[config.mk]
export PLATFORM = sky130hd
export DESIGN_NAME = cdb_arbiter
export DESIGN_NICKNAME = d
export VERILOG_FILES = /design/src/rtl/cdb_arbiter.sv
export SDC_FILE = /design/constraint.sdc
export NUM_CORES = 1
export LEC_CHECK = 0
export BUFFER_PORTS_ARGS = -buffer_cell sky130_fd_sc_hd__buf_2
export CAP_MARGIN = 15
export CORE_MARGIN = 5
export CORE_UTILIZATION = 30
export CTS_CLUSTER_DIAMETER = 100
export DETAILED_ROUTE_END_ITERATION = 6
export GPL_ROUTABILITY_DRIVEN = 1
export SLEW_MARGIN = 10
export SYNTH_ARGS = -nofsm -noshare
export SYNTH_HDL_FRONTEND = slang
export SYNTH_SLANG_ARGS = --single-unit
[constraint.sdc]
create_clock -name clk -period 6.9 [get_ports clk]
set_input_delay 0.345 -clock clk [delete_from_list [all_inputs] [get_ports clk]]
set_output_delay 0.345 -clock clk [all_outputs]
set_load 0.05 [all_outputs]
[src/rtl/cdb_arbiter.sv]
// -----------------------------------------------------------------------------
// cdb_arbiter
//   Shares a single common data bus (CDB) between the ALU and the load/store
//   buffer (LSB). Each source has a small holding FIFO so a result that loses
//   arbitration is not dropped. When a source's FIFO is empty, its
//   transferring result bypasses the FIFO and can win the bus immediately.
//   A broadcast then appears on cdb_* one cycle after the transfer.
//
//   Contention policy: round-robin by default. The source that was not
//   granted at the last contended cycle wins. After reset or a flush, the
//   ALU wins the first contention.
//   Build option: define CDB_ARB_FIXED_PRI_EN to make the LSB always win
//   contention. No grant history is kept in that build.
//
// Parameters
//   ROB_W   ROB tag width
//   DATA_W  result value width
//   DEPTH   holding FIFO entries per source (power of two, >= 2)
//
// Ports
//   clk, rst                 clock, synchronous active-high reset
//   rdy                      global ready; low freezes FIFOs and grant history
//   clr                      flush: empties both FIFOs, drops this cycle's inputs
//   alu_valid/rob/value      ALU result offer
//   alu_ready                ALU FIFO can accept (combinational)
//   lsb_valid/rob/value      LSB result offer
//   lsb_ready                LSB FIFO can accept (combinational)
//   cdb_valid/rob/value/src  registered broadcast; src 0 = ALU, 1 = LSB
// -----------------------------------------------------------------------------
module cdb_arbiter #(
  parameter int ROB_W  = 4,
  parameter int DATA_W = 32,
  parameter int DEPTH  = 2
) (
  input  logic              clk,
  input  logic              rst,
  input  logic              rdy,
  input  logic              clr,
  input  logic              alu_valid,
  input  logic [ROB_W-1:0]  alu_rob,
  input  logic [DATA_W-1:0] alu_value,
  output logic              alu_ready,
  input  logic              lsb_valid,
  input  logic [ROB_W-1:0]  lsb_rob,
  input  logic [DATA_W-1:0] lsb_value,
  output logic              lsb_ready,
  output logic              cdb_valid,
  output logic [ROB_W-1:0]  cdb_rob,
  output logic [DATA_W-1:0] cdb_value,
  output logic              cdb_src
);

  localparam int ADDR_W = (DEPTH > 1) ? $clog2(DEPTH) : 1;
  localparam int CNT_W  = $clog2(DEPTH + 1);
  localparam int ENT_W  = ROB_W + DATA_W;

  // The bus is live only when not in reset, not flushing, and not frozen.
  logic active;
  assign active = rdy & ~clr & ~rst;

  // Per-source views. Index 0 is the ALU and index 1 is the LSB, so the
  // index doubles as the cdb_src encoding.
  logic [1:0]             in_valid;
  logic [1:0][ROB_W-1:0]  in_rob;
  logic [1:0][DATA_W-1:0] in_value;
  logic [1:0]             ready_w;
  logic [1:0]             fifo_empty;
  logic [1:0]             cand_valid;
  logic [1:0][ROB_W-1:0]  cand_rob;
  logic [1:0][DATA_W-1:0] cand_value;
  logic [1:0]             win;

  assign in_valid = {lsb_valid, alu_valid};
  assign in_rob   = {lsb_rob, alu_rob};
  assign in_value = {lsb_value, alu_value};

  assign alu_ready = ready_w[0];
  assign lsb_ready = ready_w[1];

  generate
    for (genvar gi = 0; gi < 2; gi++) begin : g_src
      logic [ENT_W-1:0]  mem_reg [DEPTH];
      logic [ADDR_W-1:0] wr_ptr_reg;
      logic [ADDR_W-1:0] rd_ptr_reg;
      logic [CNT_W-1:0]  count_reg;
      logic              xfer;
      logic              push;
      logic              pop;

      assign ready_w[gi]    = active & (count_reg < CNT_W'(DEPTH));
      assign xfer           = in_valid[gi] & ready_w[gi];
      assign fifo_empty[gi] = (count_reg == '0);

      // Held results go ahead of a new arrival, which keeps source order.
      assign cand_valid[gi] = ~fifo_empty[gi] | xfer;
      assign cand_rob[gi]   = fifo_empty[gi] ? in_rob[gi]
                                             : mem_reg[rd_ptr_reg][ENT_W-1:DATA_W];
      assign cand_value[gi] = fifo_empty[gi] ? in_value[gi]
                                             : mem_reg[rd_ptr_reg][DATA_W-1:0];

      // A winning arrival into an empty FIFO bypasses storage entirely.
      // Every other accepted arrival is queued at the tail.
      assign pop  = win[gi] & ~fifo_empty[gi];
      assign push = xfer & ~(win[gi] & fifo_empty[gi]);

      // Storage array with no reset, so the tools can map it to RAM.
      always_ff @(posedge clk) begin
        if (push) begin
          mem_reg[wr_ptr_reg] <= {in_rob[gi], in_value[gi]};
        end
      end

      // push and pop are already gated by rdy, so a freeze leaves the
      // pointers and the count alone. A power-of-two DEPTH lets the
      // pointers wrap naturally.
      always_ff @(posedge clk) begin
        if (rst || clr) begin
          wr_ptr_reg <= '0;
          rd_ptr_reg <= '0;
          count_reg  <= '0;
        end else begin
          if (push) wr_ptr_reg <= wr_ptr_reg + ADDR_W'(1);
          if (pop)  rd_ptr_reg <= rd_ptr_reg + ADDR_W'(1);
          count_reg <= count_reg + CNT_W'(push) - CNT_W'(pop);
        end
      end
    end
  endgenerate

  // ---------------------------------------------------------------------------
  // Arbitration
  // ---------------------------------------------------------------------------
  logic grant_lsb;

`ifdef CDB_ARB_FIXED_PRI_EN
  // The LSB wins whenever it has a candidate.
  assign grant_lsb = cand_valid[1];
`else
  // 1 means the LSB took the last contended cycle.
  logic last_grant_reg;

  assign grant_lsb = (cand_valid[0] & cand_valid[1]) ? ~last_grant_reg
                                                     : cand_valid[1];

  // Grant history moves only on a real contention, and it resets to LSB so
  // that the ALU wins the first contention.
  always_ff @(posedge clk) begin
    if (rst || clr) begin
      last_grant_reg <= 1'b1;
    end else if (active && (&cand_valid)) begin
      last_grant_reg <= grant_lsb;
    end
  end
`endif

  assign win[0] = active & cand_valid[0] & ~grant_lsb;
  assign win[1] = active & cand_valid[1] &  grant_lsb;

  // ---------------------------------------------------------------------------
  // Registered broadcast
  // ---------------------------------------------------------------------------
  always_ff @(posedge clk) begin
    if (rst) begin
      cdb_valid <= 1'b0;
      cdb_rob   <= '0;
      cdb_value <= '0;
      cdb_src   <= 1'b0;
    end else if (|win) begin
      cdb_valid <= 1'b1;
      cdb_rob   <= cand_rob[win[1]];
      cdb_value <= cand_value[win[1]];
      cdb_src   <= win[1];
    end else begin
      // The payload is held; only the valid pulse drops.
      cdb_valid <= 1'b0;
    end
  end

endmodule
==> impl_metrics.yaml, run 1 <==
status:
  status: "complete, no violations"
timing:
  skew_ps: 12.5
  fin_crit_sh_pct: 49.0
  fin_setup_tns_ps: 0
  hold_violations: 0
  setup_violations: 0
  slew_viol_final: 0
  fmax_mhz: 296
  worst_pin_slew_ps: 1090
  rsz0062_at_grt: "false"
  slew_headroom_pct: 26.9
  fin_crit_ps: 3380
worst_setup_path:
  start_kind: "input port"
  reg2reg_slack_ps: 3800
  slowest_delay_ps: 980
  cp.arrival_ps: 3700
  worstRegToRegCells: 9
  cp_cell_sequence: "buf_2 -> or3b_2 -> or3_2 -> nor2_1 -> ha_1 -> inv_1 -> ha_1 -> xor2_1 -> xnor2_1 -> nor2_1"
  slowest_stage: "or3b_2"
  critical_path_class: "input port to flop"
  critPathBufInv: 2
  reg2reg_to: "g_src[1].count_reg[1]"
  cp_max_fo: 44
  critPathTopFamily: "simple AND/OR/NAND/NOR gates"
  rr_startpoint: "g_src[0].count_reg[1]"
  worstPathRequired_ps: 7220
  end_kind: "flop"
drt:
  num_vias: 5216
  drc: 0
  first_pass_iters: 5
  ant_nets: 0
  drt-initial-drc-count: 325
  postRouteWirelength_um: 20500
  routedWlPerCell_um: 19.9
  via_per_inst: 5.06
die:
  die_h_um: 173
  dieArea_um2: 30100
  ios: 118
  die_x_um: 173
  row_count: 59
  start_util_pct: 30.6
  core-area_um2: 26200
clocking:
  path_clk_slew_ps: 70
  cts_root_buf: "clkbuf_16"
  cts_tree: "yes"
  cts_buffers: 17
  insertion_delay_ps: 440
  hold_buffers: 0
  htreeDepth: 4
  cts-resized-gates: 0
  clk_path_buf_depth: 2
  cts_setup_buffers: 0
  cts_sinks: 193
synthesis:
  syn_inst: 594
  synth-edff-count: 144
  async_flop_share_pct: 0
  synth_cell_type_count: 30
  seq_area_frac_synth_pct: 66.3
  synth_ff_type: "edfxtp_1"
  synth_nets: 676
  synth.avg_cell_area_um2: 13.5
  synth_warnings: 0
  ys_ff_latch: 193
  netlist_area_um2: 8010
final_layout:
  nFillCells: 2522
  fin_util_pct: 36.1
  syn_to_final_growth_pct: 18.2
  fin_nets: 765
  largest_reg_flops: 144
  drive_gt1_share_pct: 24.6
  n_antenna_cell: 0
hold_path:
  hold_end: "g_src[0].mem_reg[0][30]"
  holdPathStages: 1
  hold_start: "alu_value[30]"
  min_path_type: "input port to flop"
pwr:
  p_per_area_nw_per_um2: 251
  leakage_uw: 0.00301
  ir_drop_mv: 0.160
placement:
  place_congestion: 0.708
  hpwl_um: 13000
  port_buffers: 117
run:
  cap_violations: 0
global_routing:
  grt_remaining_overflow: 0
  grt_max_degree: 73
  grt_pass1_wl_um: 31100
  antenna_found_initial: 3
  grt_use_total_pct: 13.4
  grt_pass1_vias: 4957
layout by cell type, fill, tap and decap left out, types with 2 or more instances in the layout:
cell        instances
o211ai_1           38
nor2_1             10
inv_8               2
dfxtp_2             4
and2_1              2
nor4b_1            37
buf_2             117
a21oi_1            77
buf_4               6
xor2_1              3
nor2_4              4
inv_1               4
mux2i_1            72
o21ai_0             3
nand2_1            38
dfxtp_1            45
ha_1                4
or2_2               3
inv_6               6
clkinv_4            2
clkinvlp_4          2
clkbuf_16          17
o221ai_1           36
xnor2_1             4
edfxtp_1          144
nor3_1              2
worst reg2reg max path, stage by stage (launching register included):
cell	delay (ps)
dfxtp_2	600
o31a_1	500
or3_2	860
nor2_1	210
ha_1	260
inv_1	60
ha_1	150
xor2_1	170
xnor2_1	130
nor2_1	50
metal layers:
| layer | share of wire (%) | global-route usage [%] | vias to the layer above |
|---|---|---|---|
| met5 | 0.17 | 0 | - |
| met4 | 0.84 | 3.09 | 6 |
| met3 | 5.2 | 3.75 | 19 |
| met2 | 47 | 20.3 | 129 |
| met1 | 47 | 19.1 | 2545 |
| li1 | - | - | 2517 |
logic make-up (layout without fill, tap and decap cells):
family / count (synthesis) / count (layout) / synth area share [%]
flip-flops: 193 / 193 / 66.3
AO/OA/AOI/OAI: 158 / 158 / 12.9
AND/OR/NAND/NOR: 102 / 102 / 7.56
multiplexers: 72 / 72 / 9.00
buffers and inverters: 58 / 160 / 2.88
XOR/XNOR: 7 / 7 / 0.766
adder cells (fa/ha/maj): 4 / 4 / 0.625
layout make-up:
class                   count  area (µm²)  share of cell area (%)
well taps                 335         419                    4.43
clock buffers              18         439                    4.64
clock inverters            14         143                    1.51
multi-input cells         343        2510                    26.5
inverters                   5        18.8                   0.198
repair buffers            123         631                    6.66
flip-flops and latches    193        5310                    56.1
worst max-delay path by stage:
stage / from / end / cells after the start
2_1_floorplan: g_src[1].count_reg[1] / g_src[1].mem_reg[0][0] / 3
3_3_place_gp: rst / g_src[1].count_reg[1] / 10
3_5_place_dp: rst / g_src[1].count_reg[1] / 10
4_1_cts: rst / g_src[1].count_reg[1] / 10
5_1_grt: rst / g_src[1].count_reg[1] / 10
6_report: rst / g_src[1].count_reg[1] / 10
cells in the mapped netlist, drive strengths merged, types with 3 or more instances:
master / count / area share [%]
nor3: 3 / 0.25
buf: 17 / 0.95
nand2: 38 / 1.8
o21ai: 3 / 0.19
xnor2: 4 / 0.44
o211ai: 38 / 3.6
dfxtp: 49 / 12
clkbuf: 36 / 1.7
or2: 3 / 0.23
ha: 4 / 0.63
mux2i: 72 / 9.0
inv: 5 / 0.23
a21oi: 77 / 4.8
xor2: 3 / 0.33
nor2: 14 / 0.69
o221ai: 36 / 3.9
nor4b: 37 / 4.0
edfxtp: 144 / 54
stage by stage:
stage                     worst slack, ps  power (µW)  std cells  hold slack, ps  area (µm²)
after floorplan                      2250        1370        594             444        8010
after global placement               3160        1430        999             481        8880
after detailed placement             3090        1430        999             489        8880
after CTS                            3530        2400       1031            94.1        9470
after global routing                 3250        2460       1031            88.8        9470
final                                3520        2380       1031             116        9470
power by group:
part           switching [µW]  total, µW  leakage [µW]  internal [µW]
combinational            95.2        141       0.00103           45.9
sequential               7.05       1260       0.00170           1260
clock                     453        973      0.000283            520
Power figures use the tool's default switching activity.
==> run 2: changes to the inputs <==
ABC_AREA = 1   (was default)
clock period = 3.2 ns   (was 6.9 ns; I/O delays follow)
==> run 2 against run 1 <==
Core utilization grew 1.9 points. Total power grew 120%. Largest cell class unchanged. Clock power grew 120%. Clock skew is 0.98 ps lower. Via count rose by 27%. Area after synthesis grew 9.4%.
==> impl_metrics.yaml, run 2 <==
global_routing:
  grt_pass1_vias: 6415
  grt_use_total_pct: 12.9
  grt_max_degree: 76
  antenna_found_initial: 0
  grt_remaining_overflow: 0
  grt_pass1_wl_um: 33900
hold_path:
  holdPathStages: 3
  hold_end: "last_grant_reg"
  hold_start: "clr"
  min_path_type: "input port to flop"
die:
  ios: 118
  core-area_um2: 28800
  row_count: 62
  start_util_pct: 30.4
  die_h_um: 181
  dieArea_um2: 32700
  die_x_um: 181
drt:
  via_per_inst: 4.50
  drc: 0
  first_pass_iters: 5
  ant_nets: 0
  postRouteWirelength_um: 21600
  routedWlPerCell_um: 14.7
  drt-initial-drc-count: 506
  num_vias: 6599
pwr:
  p_total_uw: 5220
  p_per_area_nw_per_um2: 477
  ir_drop_mv: 0.316
  leakage_uw: 0.00443
synthesis:
  synth-xor-area-share_pct: 0.200
  async_flop_share_pct: 0
  synth_ff_type: "edfxtp_1"
  synth_area_leader_cell: "edfxtp_1"
  synth.most_common_cell: "nand2_1"
  yosys-top-cells-area: "edfxtp_1, nand2_1, dfxtp_1"
  netlist_area_um2: 8760
  synth_commonest_cells: "nand2_1, edfxtp_1, o21ai_0, inv_1, dfxtp_1"
  synth_mux_area_share_pct: 0
  synth_warnings: 0
  synthAdderAreaFrac_pct: 0.571
  synth.avg_cell_area_um2: 9.61
  synth-edff-count: 144
  synth_top_area_share_pct: 49.4
  synth_nets: 993
  synth_cell_type_count: 29
  synth_top_family_by_area: "simple AND/OR/NAND/NOR gates"
  seq_area_frac_synth_pct: 60.6
  ys_ff_latch: 193
  syn_inst: 911
  synth_compound_area_share_pct: 12.3
  synth-simple-area-share_pct: 18.5
worst_setup_path:
  cp.arrival_ps: 2610
  reg2reg_slack_ps: 640
  rr_startpoint: "g_src[0].count_reg[1]"
  reg2reg_to: "g_src[0].mem_reg[0][26]"
  worstRegToRegCells: 8
  critPathTopFamily: "simple AND/OR/NAND/NOR gates"
  critical_path_class: "flop to flop"
  crit_top_cell: "inv_2"
  slowest_delay_ps: 850
  end_kind: "flop"
  worstPathRequired_ps: 3250
  cp_max_fo: 38
  cp_cell_sequence: "inv_2 -> nand4_4 -> nand2_4 -> nand2_2 -> inv_2 -> nand3_1 -> nand2_1 -> nor2_4"
  critPathBufInv: 2
  start_kind: "flop"
  slowest_stage: "nor2_4"
clocking:
  insertion_delay_ps: 430
  cts_buffers: 17
  path_clk_slew_ps: 70
  cts_sinks: 193
  htreeDepth: 4
  cts_setup_buffers: 0
  cts_root_buf: "clkbuf_16"
  cts_tree: "yes"
  clk_path_buf_depth: 2
final_layout:
  instances_no_fill: 1468
  fin_nets: 1153
  area.sequential_um2: 5310
  multi_input_area_um2: 2780
  layout_common_cells: "nand2_1, edfxtp_1, buf_2, o21ai_0, inv_1"
  n_antenna_cell: 0
  nFillCells: 2921
  largest_reg_flops: 144
  final_common_cell: "nand2_1"
  syn_to_final_growth_pct: 24.9
  drive_gt1_share_pct: 17.9
  fin_util_pct: 38.0
placement:
  dpl.cell_count: 1363
  port_buffers: 117
  pre_cts_ws_ps: 589
  hpwl_um: 14600
  place_congestion: 0.754
timing:
  skew_ps: 11.6
  fin_crit_ps: 2560
  hold_violations: 0
  worst_pin_slew_ps: 1110
  fmax_mhz: 391
  fin_setup_tns_ps: 0
  slew_viol_final: 0
  layout_setup_ws_ps: 640
  rsz0062_at_grt: "false"
  fin_crit_sh_pct: 80.0
  slew_headroom_pct: 25.6
  setup_violations: 0
run:
  cap_violations: 0
status:
  status: "complete, no violations"
## run 2: cell count changes after synthesis, moves of 39 or more
cell	delta
a21oi_1	-43
inv_1	+81
nand3_1	+39
mux2i_1	-72
nand2_1	+229
o21ai_0	+90
## run 2: logic make-up after synthesis
logic type	count (synthesis)
compound gates	189
buf+inv	153
simple gates	370
fa+ha+maj	4
flops	193
xor+xnor	2
## run 2: layout make-up
cell class	count	area share (%)
Sequential cell	193	48.5
Multi-Input combinational cell	565	25.4
Timing Repair Buffer	204	13.2
Tap cell	384	4.39
Clock buffer	19	3.96
Inverter	90	3.09
Clock inverter	13	1.40
## run 2: per-stage QoR
step | instance area (µm²) | hold slack (ps)
6_report | 10900 | 38.5
5_1_grt | 10900 | 54.5
3_5_place_dp | 9610 | 367
4_1_cts | 10900 | 24.9
3_3_place_gp | 9610 | 365
2_1_floorplan | 8760 | 259
## run 2: timing repair
item / 4_1_cts / 5_1_grt
hold buffers: 72 / 0
hold endpoints to repair: 144 / 0
resized for setup: 0 / 0
## run 2: worst max path at each step
| stage | cells past startpoint | endpoint | startpoint |
|---|---|---|---|
| finish | 8 | g_src[0].mem_reg[0][26] | g_src[0].count_reg[1] |
| global route | 8 | g_src[0].mem_reg[0][26] | g_src[0].count_reg[1] |
| CTS | 8 | g_src[0].mem_reg[0][20] | g_src[0].count_reg[1] |
| detailed placement | 8 | g_src[0].mem_reg[0][24] | g_src[0].count_reg[1] |
| global placement | 8 | g_src[0].mem_reg[0][26] | g_src[0].count_reg[1] |
| floorplan | 8 | g_src[0].mem_reg[0][0] | g_src[0].count_reg[1] |
## run 2: worst min-delay path, cell delays in order
cell and delay (ps):
buf_2 130, nor2_8 70, nand3_1 70
## run 2: per-layer routing
metal	track usage, %	part of all wire (%)
met4	2.81	0.54
met1	17.3	46
met3	2.88	4.6
met2	21.6	49
met5	0	0
## run 2: power by group
part	switching (µW)	internal (µW)
Sequential	9.97	2710
Clock	982	1170
Combinational	196	149
==> run 3: changes to the inputs <==
clock period = 2.55 ns   (was 3.2 ns; I/O delays follow)
==> run 3 against run 2 <==
Worst hold slack better by 16 ps. Sequential power is 26% higher. Clock power up 32%. Flip-flop and latch count unchanged. First-iteration DRC count down 4.3%.
==> impl_metrics.yaml, run 3 (synthesis results as in run 2) <==
final_layout:
  fin_nets: 1158
  drive_gt1_share_pct: 18.0
  syn_to_final_growth_pct: 26.0
  final_common_cell: "nand2_1"
  nFillCells: 2870
  layout_common_cells: "nand2_1, edfxtp_1, buf_2, o21ai_0, inv_1"
  stdcell_area_um2: 11000
  n_antenna_cell: 0
  largest_reg_flops: 144
worst_setup_path:
  startpoint: "clr"
  start_kind: "input port"
  end_kind: "flop"
  worstSetupEndpoint: "g_src[0].mem_reg[0][9]"
  worstPathRequired_ps: 2600
  cp_max_fo: 18
  crit_top_cell: "nand2_1"
  crit_cells: 9
  critical_path_class: "input port to flop"
  critPathBufInv: 2
  rr_startpoint: "g_src[0].count_reg[1]"
  cp.arrival_ps: 2420
  reg2reg_slack_ps: 280
  critPathTopFamily: "simple AND/OR/NAND/NOR gates"
  reg2reg_to: "g_src[0].mem_reg[0][9]"
  slowest_stage: "nor2_2"
  worstRegToRegCells: 8
  cp_cell_sequence: "dlygate4sd3_1 -> buf_2 -> nor2_8 -> nand4_2 -> nand2_2 -> nand2_1 -> nand3_1 -> nand2_1 -> nor2_2"
  slowest_delay_ps: 810
drt:
  via_per_inst: 4.46
  num_vias: 6561
  postRouteWirelength_um: 21600
  drt-initial-drc-count: 484
  drc: 0
  routedWlPerCell_um: 14.7
  ant_nets: 0
  first_pass_iters: 5
pwr:
  power.switching_uw: 1450
  clkPwrFrac_pct: 42.4
  ir_drop_mv: 0.406
  p_total_uw: 6690
  netSwitchingFraction_pct: 21.6
  leakage_uw: 0.00448
  p_per_area_nw_per_um2: 606
  p_comb_share_pct: 6.6
  p_seq_share_pct: 51.1
  intPower_uw: 5240
placement:
  hpwl_um: 14600
  place_congestion: 0.774
  placed_cell_area_um2: 9650
  port_buffers: 117
global_routing:
  grt_use_total_pct: 13.1
  grtUsageMet1_pct: 18.0
  met2_usage_pct: 21.2
  grt_max_degree: 75
  top_usage_layer: "met2"
  antenna_found_initial: 0
  grt_pass1_wl_um: 34200
  gr-usage-met3_pct: 3.26
  grt_remaining_overflow: 0
  grt_pass1_vias: 6409
die:
  ios: 118
  die_h_um: 181
  dieArea_um2: 32700
  start_util_pct: 30.4
  die_x_um: 181
  row_count: 62
  core-area_um2: 28800
timing:
  fin_crit_sh_pct: 93.0
  fin_setup_tns_ps: 0
  hold_violations: 0
  worst_pin_slew_ps: 1000
  slew_viol_final: 0
  skew_ps: 10.2
  setup_violations: 0
  fmax_mhz: 421
  fin_crit_ps: 2370
  rsz0062_at_grt: "false"
  slew_headroom_pct: 33.1
clocking:
  cts-resized-gates: 0
  clk_path_buf_depth: 2
  cts_setup_buffers: 0
  htreeDepth: 4
  cts_tree: "yes"
  insertion_delay_ps: 430
  cts_buffers: 17
  cts_root_buf: "clkbuf_16"
  path_clk_slew_ps: 70
  cts_sinks: 193
hold_path:
  holdPathStages: 4
  min_path_type: "input port to flop"
run:
  cap_violations: 0
status:
  status: "complete, no violations"
## run 3: changes by cell type in the layout (fill, tap and decap cells not counted), sizes merged
cell	change
clkinvlp	-3
buf	+2
bufinv	+2
clkinv	+2
dlygate4sd3	+2
inv	-2
nor2	+1
## run 3: how the worst min path moves through the flow
stage	startpoint	endpoint	slack (ps)
global route	rst	g_src[1].wr_ptr_reg	50
finish	rst	g_src[1].wr_ptr_reg	50
floorplan	alu_value[0]	g_src[0].mem_reg[0][0]	230
CTS	rst	g_src[1].wr_ptr_reg	30
detailed placement	lsb_value[31]	g_src[1].mem_reg[1][31]	330
global placement	lsb_rob[3]	g_src[1].mem_reg[0][35]	330
## run 3: metrics by stage
stage	setup slack (ps)	hold slack, ps	instances	util (%)
5_1_grt	4.34	49.1	1472	38.4
2_1_floorplan	142	226	911	-
3_5_place_dp	233	334	1365	33.5
6_report	177	54.4	1472	38.4
3_3_place_gp	265	333	1365	33.5
4_1_cts	154	34.9	1470	38.2
## run 3: timing repair
item	in CTS	in global routing
hold buffers	74	0
setup endpoints to repair	0	16
endpoints found under the hold margin	145	0
## run 3: worst min-delay path, stage by stage
cell,delay (ps)
buf_2,140
nor2_8,60
nand2_1,60
nor2_1,40
## run 3: power by group through the flow
stage | combinational, µW | sequential (µW) | clock (µW)
2_1_floorplan | 162 | 3520 | 0
3_3_place_gp | 339 | 3480 | 0
3_5_place_dp | 344 | 3490 | 0
4_1_cts | 442 | 3420 | 2890
5_1_grt | 487 | 3420 | 3030
6_report | 440 | 3420 | 2830
## run 3: area by class of cell
type / count / area [µm²] / area share, %
Clock buffer: 19 / 433 / 3.92
Sequential cell: 193 / 5310 / 48.1
Timing Repair Buffer: 208 / 1510 / 13.7
Clock inverter: 12 / 181 / 1.64
Inverter: 90 / 338 / 3.06
Tap cell: 384 / 480 / 4.35
Multi-Input combinational cell: 566 / 2790 / 25.3
## run 3: layer usage
metal  routed length (µm)  part of all wire, %
met2                10200                   47
met3                 1210                  5.6
met5                    0                    0
met1                 9960                   46
met4                  166                 0.77
